File: src/rtl/con_pkg.sv
// rtl/con_pkg.sv - screen geometry, control codes and FSM state encodings for the console writer
// Purpose: shared constants for text_console_writer.
// Ports: none (package).
package con_pkg;

    localparam int COLS         = 80;
    localparam int ROWS         = 25;
    localparam int SCREEN_BYTES = COLS * ROWS * 2;

    localparam logic [7:0] CH_CR    = 8'h0D;
    localparam logic [7:0] CH_LF    = 8'h0A;
    localparam logic [7:0] CH_BS    = 8'h08;
    localparam logic [7:0] CH_FF    = 8'h0C;
    localparam logic [7:0] CH_SPACE = 8'h20;
    localparam logic [7:0] DEF_ATTR = 8'h07;

    typedef logic [2:0] state_t;

    // ST_BOOT is the reset state: it holds every output quiet for the first
    // cycle after release and then picks CLEAR or IDLE.
    localparam state_t ST_BOOT      = 3'd0;
    localparam state_t ST_IDLE      = 3'd1;
    localparam state_t ST_WR_CHAR   = 3'd2;
    localparam state_t ST_WR_ATTR   = 3'd3;
    localparam state_t ST_SCROLL_RD = 3'd4;
    localparam state_t ST_SCROLL_WR = 3'd5;
    localparam state_t ST_FILL      = 3'd6;
    localparam state_t ST_CLEAR     = 3'd7;

endpackage

File: src/rtl/text_console_writer.sv
// rtl/text_console_writer.sv - byte stream to 80x25 char/attr video RAM writer with cursor and scroll
// Purpose: accepts bytes (valid/ready), writes char (even) / attr (odd) pairs,
//   interprets CR/LF/BS/FF, wraps lines, scrolls and clears the screen.
// Ports:
//   clock_25, reset_n          clock, asynchronous active-low reset
//   in_valid/in_data/in_attr   byte source; in_ready accepts in IDLE only
//   mem_address/wdata/we       video RAM write (and scroll read) port
//   mem_rdata                  RAM read data, one cycle after mem_address
//   cursor                     row*COLS+col for the display overlay
//   busy                       scroll or clear in progress
module text_console_writer
    import con_pkg::*;
#(
    parameter int COLS           = con_pkg::COLS,
    parameter int ROWS           = con_pkg::ROWS,
    parameter bit CLEAR_ON_RESET = 1'b1
) (
    input  logic        clock_25,
    input  logic        reset_n,
    input  logic        in_valid,
    input  logic [7:0]  in_data,
    input  logic [7:0]  in_attr,
    output logic        in_ready,
    output logic [11:0] mem_address,
    output logic [7:0]  mem_wdata,
    output logic        mem_we,
    input  logic [7:0]  mem_rdata,
    output logic [10:0] cursor,
    output logic        busy
);

    localparam logic [11:0] ROW_BYTES = 12'(2 * COLS);
    localparam logic [11:0] LAST_BYTE = 12'(2 * COLS * ROWS - 1);
    localparam logic [11:0] FILL_BASE = 12'(2 * COLS * (ROWS - 1));
    localparam logic [6:0]  LAST_COL  = 7'(COLS - 1);
    localparam logic [4:0]  LAST_ROW  = 5'(ROWS - 1);

    state_t      state_q, state_d;
    logic [4:0]  row_q, row_d;
    logic [6:0]  col_q, col_d;
    logic [10:0] cursor_q, cursor_d;
    logic [11:0] cnt_q, cnt_d;      // scroll source / fill / clear address
    logic [7:0]  char_q, char_d;
    logic [7:0]  attr_q, attr_d;

    always_comb begin
        state_d     = state_q;
        row_d       = row_q;
        col_d       = col_q;
        cnt_d       = cnt_q;
        char_d      = char_q;
        attr_d      = attr_q;
        in_ready    = 1'b0;
        busy        = 1'b0;
        mem_we      = 1'b0;
        mem_address = 12'd0;
        mem_wdata   = 8'd0;

        case (state_q)
            ST_BOOT: begin
                cnt_d   = 12'd0;
                state_d = CLEAR_ON_RESET ? ST_CLEAR : ST_IDLE;
            end
            ST_IDLE: begin
                in_ready = 1'b1;
                if (in_valid) begin
                    char_d = in_data;
                    attr_d = in_attr;
                    case (in_data)
                        CH_CR: col_d = 7'd0;
                        CH_BS: if (col_q != 7'd0) col_d = col_q - 7'd1;
                        CH_LF: begin
                            if (row_q < LAST_ROW) begin
                                row_d = row_q + 5'd1;
                            end else begin
                                state_d = ST_SCROLL_RD;
                                cnt_d   = ROW_BYTES;
                            end
                        end
                        CH_FF: begin
                            state_d = ST_CLEAR;
                            cnt_d   = 12'd0;
                            row_d   = 5'd0;
                            col_d   = 7'd0;
                        end
                        default: state_d = ST_WR_CHAR;
                    endcase
                end
            end
            ST_WR_CHAR: begin
                mem_we      = 1'b1;
                mem_address = {cursor_q, 1'b0};
                mem_wdata   = char_q;
                state_d     = ST_WR_ATTR;
            end
            ST_WR_ATTR: begin
                mem_we      = 1'b1;
                mem_address = {cursor_q, 1'b1};
                mem_wdata   = attr_q;
                state_d     = ST_IDLE;
                if (col_q < LAST_COL) begin
                    col_d = col_q + 7'd1;
                end else begin
                    col_d = 7'd0;
                    if (row_q < LAST_ROW) begin
                        row_d = row_q + 5'd1;
                    end else begin
                        state_d = ST_SCROLL_RD;
                        cnt_d   = ROW_BYTES;
                    end
                end
            end
            ST_SCROLL_RD: begin
                busy        = 1'b1;
                mem_address = cnt_q;
                state_d     = ST_SCROLL_WR;
            end
            ST_SCROLL_WR: begin
                // mem_rdata now holds the byte addressed in SCROLL_RD; copy it one row up.
                busy        = 1'b1;
                mem_we      = 1'b1;
                mem_address = cnt_q - ROW_BYTES;
                mem_wdata   = mem_rdata;
                if (cnt_q == LAST_BYTE) begin
                    state_d = ST_FILL;
                    cnt_d   = FILL_BASE;
                end else begin
                    state_d = ST_SCROLL_RD;
                    cnt_d   = cnt_q + 12'd1;
                end
            end
            ST_FILL, ST_CLEAR: begin
                busy        = 1'b1;
                mem_we      = 1'b1;
                mem_address = cnt_q;
                if (cnt_q[0])
                    mem_wdata = (state_q == ST_FILL) ? attr_q : DEF_ATTR;
                else
                    mem_wdata = CH_SPACE;
                if (cnt_q == LAST_BYTE)
                    state_d = ST_IDLE;
                else
                    cnt_d = cnt_q + 12'd1;
            end
            default: state_d = ST_BOOT;
        endcase

        cursor_d = 11'(row_d * COLS) + {4'd0, col_d};
    end

    assign cursor = cursor_q;

    always_ff @(posedge clock_25 or negedge reset_n) begin
        if (!reset_n) begin
            state_q  <= ST_BOOT;
            row_q    <= 5'd0;
            col_q    <= 7'd0;
            cursor_q <= 11'd0;
            cnt_q    <= 12'd0;
            char_q   <= 8'd0;
            attr_q   <= 8'd0;
        end else begin
            state_q  <= state_d;
            row_q    <= row_d;
            col_q    <= col_d;
            cursor_q <= cursor_d;
            cnt_q    <= cnt_d;
            char_q   <= char_d;
            attr_q   <= attr_d;
        end
    end

endmodule
File: config.mk
export PLATFORM = sky130hd
export DESIGN_NAME = text_console_writer
export DESIGN_NICKNAME = d
export VERILOG_FILES = /design/src/rtl/con_pkg.sv /design/src/rtl/text_console_writer.sv
export SDC_FILE = /design/constraint.sdc
export NUM_CORES = 1
export LEC_CHECK = 0
export BUFFER_PORTS_ARGS = -buffer_cell sky130_fd_sc_hd__buf_4
export CAP_MARGIN = 10
export CORE_MARGIN = 3
export CORE_UTILIZATION = 35
export CTS_CLUSTER_DIAMETER = 150
export DETAILED_ROUTE_END_ITERATION = 7
export SYNTH_ARGS = -nofsm -noshare
export SYNTH_HDL_FRONTEND = slang
export SYNTH_SLANG_ARGS = --single-unit
export TNS_END_PERCENT = 20
File: constraint.sdc
create_clock -name clock_25 -period 3.7 [get_ports clock_25]
set_clock_uncertainty 0.2 [all_clocks]
set_input_delay 0.74 -clock clock_25 [delete_from_list [all_inputs] [get_ports clock_25]]
set_output_delay 0.74 -clock clock_25 [all_outputs]
set_load 0.005 [all_outputs]
==> results.txt <==
----------------------------------------------------
[Run status]
  Outcome ... completed

[Critical path]
  Worst reg2reg setup slack ... around 80 ps
  Element type at the critical path end ... register
  Signal arrival time at the worst endpoint ... between 3000 and 4000 ps
  Reg-to-reg endpoint ... cursor[10]
  Critical path start-end classification ... primary input to register
  Highest fanout seen on the critical path ... 5
  Required time of the worst setup path ... 3730 ps
  Capture point of the critical path ... cursor[10]
  Category of the worst setup path launch point ... primary input
  Depth of the worst register-to-register path ... 12
  CP Launch Point ... in_data[4]

[Route]
  Vias ... 3911
  Detailed Routing Iterations Pass 1 ... 5
  Sum of routed wire length over all layers ... between 10000 and 15000 um
  Number of nets with antenna violations after detailed routing ... 0
  Detailed-route wire length per cell ... 18.19 um
  First DRT Iteration DRCs ... 330
  Mean number of vias per cell ... 5.846
  Detailed-route DRC error count ... 0

[Global route]
  Vias in the first global route ... 4019
  Pin count of the biggest net entering global routing ... 51
  Number of antenna violations at the first check in global routing ... 0
  Wire length of the first global-routing pass ... 20530 um
  Total global-route track usage ... 0.1988
  Leftover overflow at the end of global routing ... 0

[Die]
  Io pins ... 61
  Full die area ... 12420 um2
  Chip Height ... ~110 um
  Die width ... approximately 110 um
  Std cell rows ... 37
  Placeable core region ... 10560 um2
  Starting density of the core ... 0.3685

[Place]
  Pre-CTS worst setup slack ... -341.8 ps
  Final GP Congestion ... between 0.9 and 1
  Detailed-placement wirelength estimate ... between 9000 and 10000 um
  Dpl cells ... 661
  Buffers on Ports ... 60

[Worst hold path]
  HP Class ... primary input to asynchronous set/reset pin

[Clocking]
  Skew-Pair Late Insertion Delay ... 310 ps
  CTS Buf Count ... 5
  Register clock-pin slew on the reported worst setup and hold paths ... about 110 ps
  Maximum buffer depth of the clock tree ... 2
  H-tree depth ... 2
  Post-CTS Repair Setup Buffers ... 0
  Cell at the root of the clock tree ... sky130_fd_sc_hd__clkbuf_8
  CTS tree ... built
  Clock net sink count ... 50
  Count of hold-fix buffers inserted at cts ... 0

[Pwr]
  Max IR drop VDD ... roughly 0.25 mV
  Static leakage ... 2.162 nW
  Power Dens Cells ... 645.2 nW/um2

[STA]
  Slew of the pin with the lowest slew margin ... 822.1 ps
  Final number of hold-violating endpoints ... 0
  Total Neg Setup Slack ... 0 ps
  Maximum clock frequency ... 0.2739 GHz
  Min Clock Period, post-route ... 3651 ps
  Count of pins over their slew limit ... 0
  Setup repair after global routing missed its margin ... yes
  Final Worst Setup Slack ... 48.91 ps
  Slew margin rel. ... 0.4450
  Setup-violating endpoint count in the final report ... 0
  Fin crit share ... 0.9868

[Yosys]
  Synth Flop Type ... sky130_fd_sc_hd__dfrtp_1
  Syn Nets ... between 400 and 500
  Sequential-to-total area share from yosys stat ... 0.3216
  Number of synthesized register bits ... 50
  Post-synth ARST share ... 1.000
  Share of Yosys cell area claimed by the top area cell type ... 0.3216
  Synthesized area per cell ... roughly 8.7 um2
  Cell with the most instances after synthesis ... sky130_fd_sc_hd__dfrtp_1
  Leading area contributor after synthesis ... sky130_fd_sc_hd__dfrtp_1
  Post-synth cell types ... 79
  Syn Std Cell Area ... 3890 um2
  Top post-synthesis cells by count ... 50 x sky130_fd_sc_hd__dfrtp_1, 37 x sky130_fd_sc_hd__o21ai_0, 29 x sky130_fd_sc_hd__nand2_1
  Synth area leaders ... sky130_fd_sc_hd__dfrtp_1 32%, sky130_fd_sc_hd__ha_1 5.1%, sky130_fd_sc_hd__o21ai_0 4.8%
  Mapped Cells ... 449
  Number of flops mapped to enable cells by yosys ... 0
  Number of warning messages in the yosys log ... 0

[Final layout]
  Diode insertion count for antenna repair ... 0
  Core occupancy in the finished layout ... 0.4627
  Layout cells sized above 1 ... 0.3002
  Finished Layout Cells ... around 670
  Fin nets ... 577
  Area Growth Syn to Fin ... 25.54%
  Fill cells ... 1047

[Run]
  # Max-Cap Violations ... 0

----------------------------------------------------
==> critical path: stages <==
cell                       delay, ps
sky130_fd_sc_hd__buf_6            90
sky130_fd_sc_hd__or3_4           420
sky130_fd_sc_hd__o41ai_4         250
sky130_fd_sc_hd__o211ai_1        230
sky130_fd_sc_hd__a21oi_1         170
sky130_fd_sc_hd__o21ai_1         100
sky130_fd_sc_hd__ha_1            290
sky130_fd_sc_hd__ha_2            190
sky130_fd_sc_hd__inv_2            60
sky130_fd_sc_hd__fa_2            430
sky130_fd_sc_hd__nand3b_1        230
sky130_fd_sc_hd__o32ai_2         290
sky130_fd_sc_hd__xor2_1          170
==> state kept, by name (all words and copies together), names as in the netlist, named ones only <==
name     count
cnt_q       12
attr_q       8
char_q       8
cursor       7
row_q        5
col_q        3
state_q      3
==> routing by layer <==
layer,share of wire,GRT usage
met1,0.44,0.2707
met2,0.49,0.3341
met3,0.049,0.02446
met4,0.024,0.05434
met5,0,0
==> how the worst min path moves through the flow <==
stage                                       to  cells after the start
floorplan           asynchronous set/reset pin                      0
global placement                     attr_q[6]                      1
detailed placement                   attr_q[6]                      1
CTS                                  attr_q[3]                      1
global route                         attr_q[3]                      1
finish                               attr_q[7]                      1
==> cell families after synthesis <==
kind of cell,count (synthesis),share of synthesized area
flip-flops,50,0.3216
XOR/XNOR,11,0.02477
AO/OA/AOI/OAI,147,0.2667
adder cells (fa/ha/maj),18,0.06176
buffers and inverters,57,0.06433
multiplexers,22,0.06176
AND/OR/NAND/NOR,144,0.1991
==> metrics by stage <==
step / total power [mW] / hold slack, ps / area (um2)
final: 3.151 / 227.5 / 4883
after global routing: 3.407 / 292.0 / 4883
after CTS: 3.145 / 261.9 / 4861
after detailed placement: 2.789 / 299.5 / 4767
after global placement: 2.768 / 296.5 / 4767
after floorplan: 2.027 / 244.4 / 3926
==> area by class of cell <==
cell class	instances	area, um2	share of cell area
Clock buffer	5	68.82	0.01409
Clock inverter	3	25.02	0.005124
Inverter	22	82.58	0.01691
Multi-Input combinational cell	342	2445	0.5006
Sequential cell	50	1251	0.2562
Tap cell	136	170.2	0.03484
Timing Repair Buffer	111	840.8	0.1722
==> power by group <==
group          switching (mW)  total (mW)  internal [mW]
clock network           0.208       0.345          0.137
logic                    1.04        1.90          0.859
registers               0.177       0.904          0.727
total                    1.43        3.15           1.72
==> cells in the final DEF (no fill, tap or decap), types with 8 or more instances in the layout <==
master                    count
sky130_fd_sc_hd__a21oi_1     24
sky130_fd_sc_hd__buf_4      109
sky130_fd_sc_hd__dfrtp_1     50
sky130_fd_sc_hd__ha_1        15
sky130_fd_sc_hd__inv_1       19
sky130_fd_sc_hd__mux2_2      16
sky130_fd_sc_hd__nand2_1     29
sky130_fd_sc_hd__nand3_1     18
sky130_fd_sc_hd__nand4_1      8
sky130_fd_sc_hd__nor2_1      27
sky130_fd_sc_hd__nor3_1      14
sky130_fd_sc_hd__o21ai_0     31
sky130_fd_sc_hd__o22ai_1     10
==> repair_timing <==
action,CTS,global route
setup endpoints to repair,1,3
cloned,0,0
pin swaps,0,1
gates resized for setup,1,8
Power figures use the tool's default switching activity.
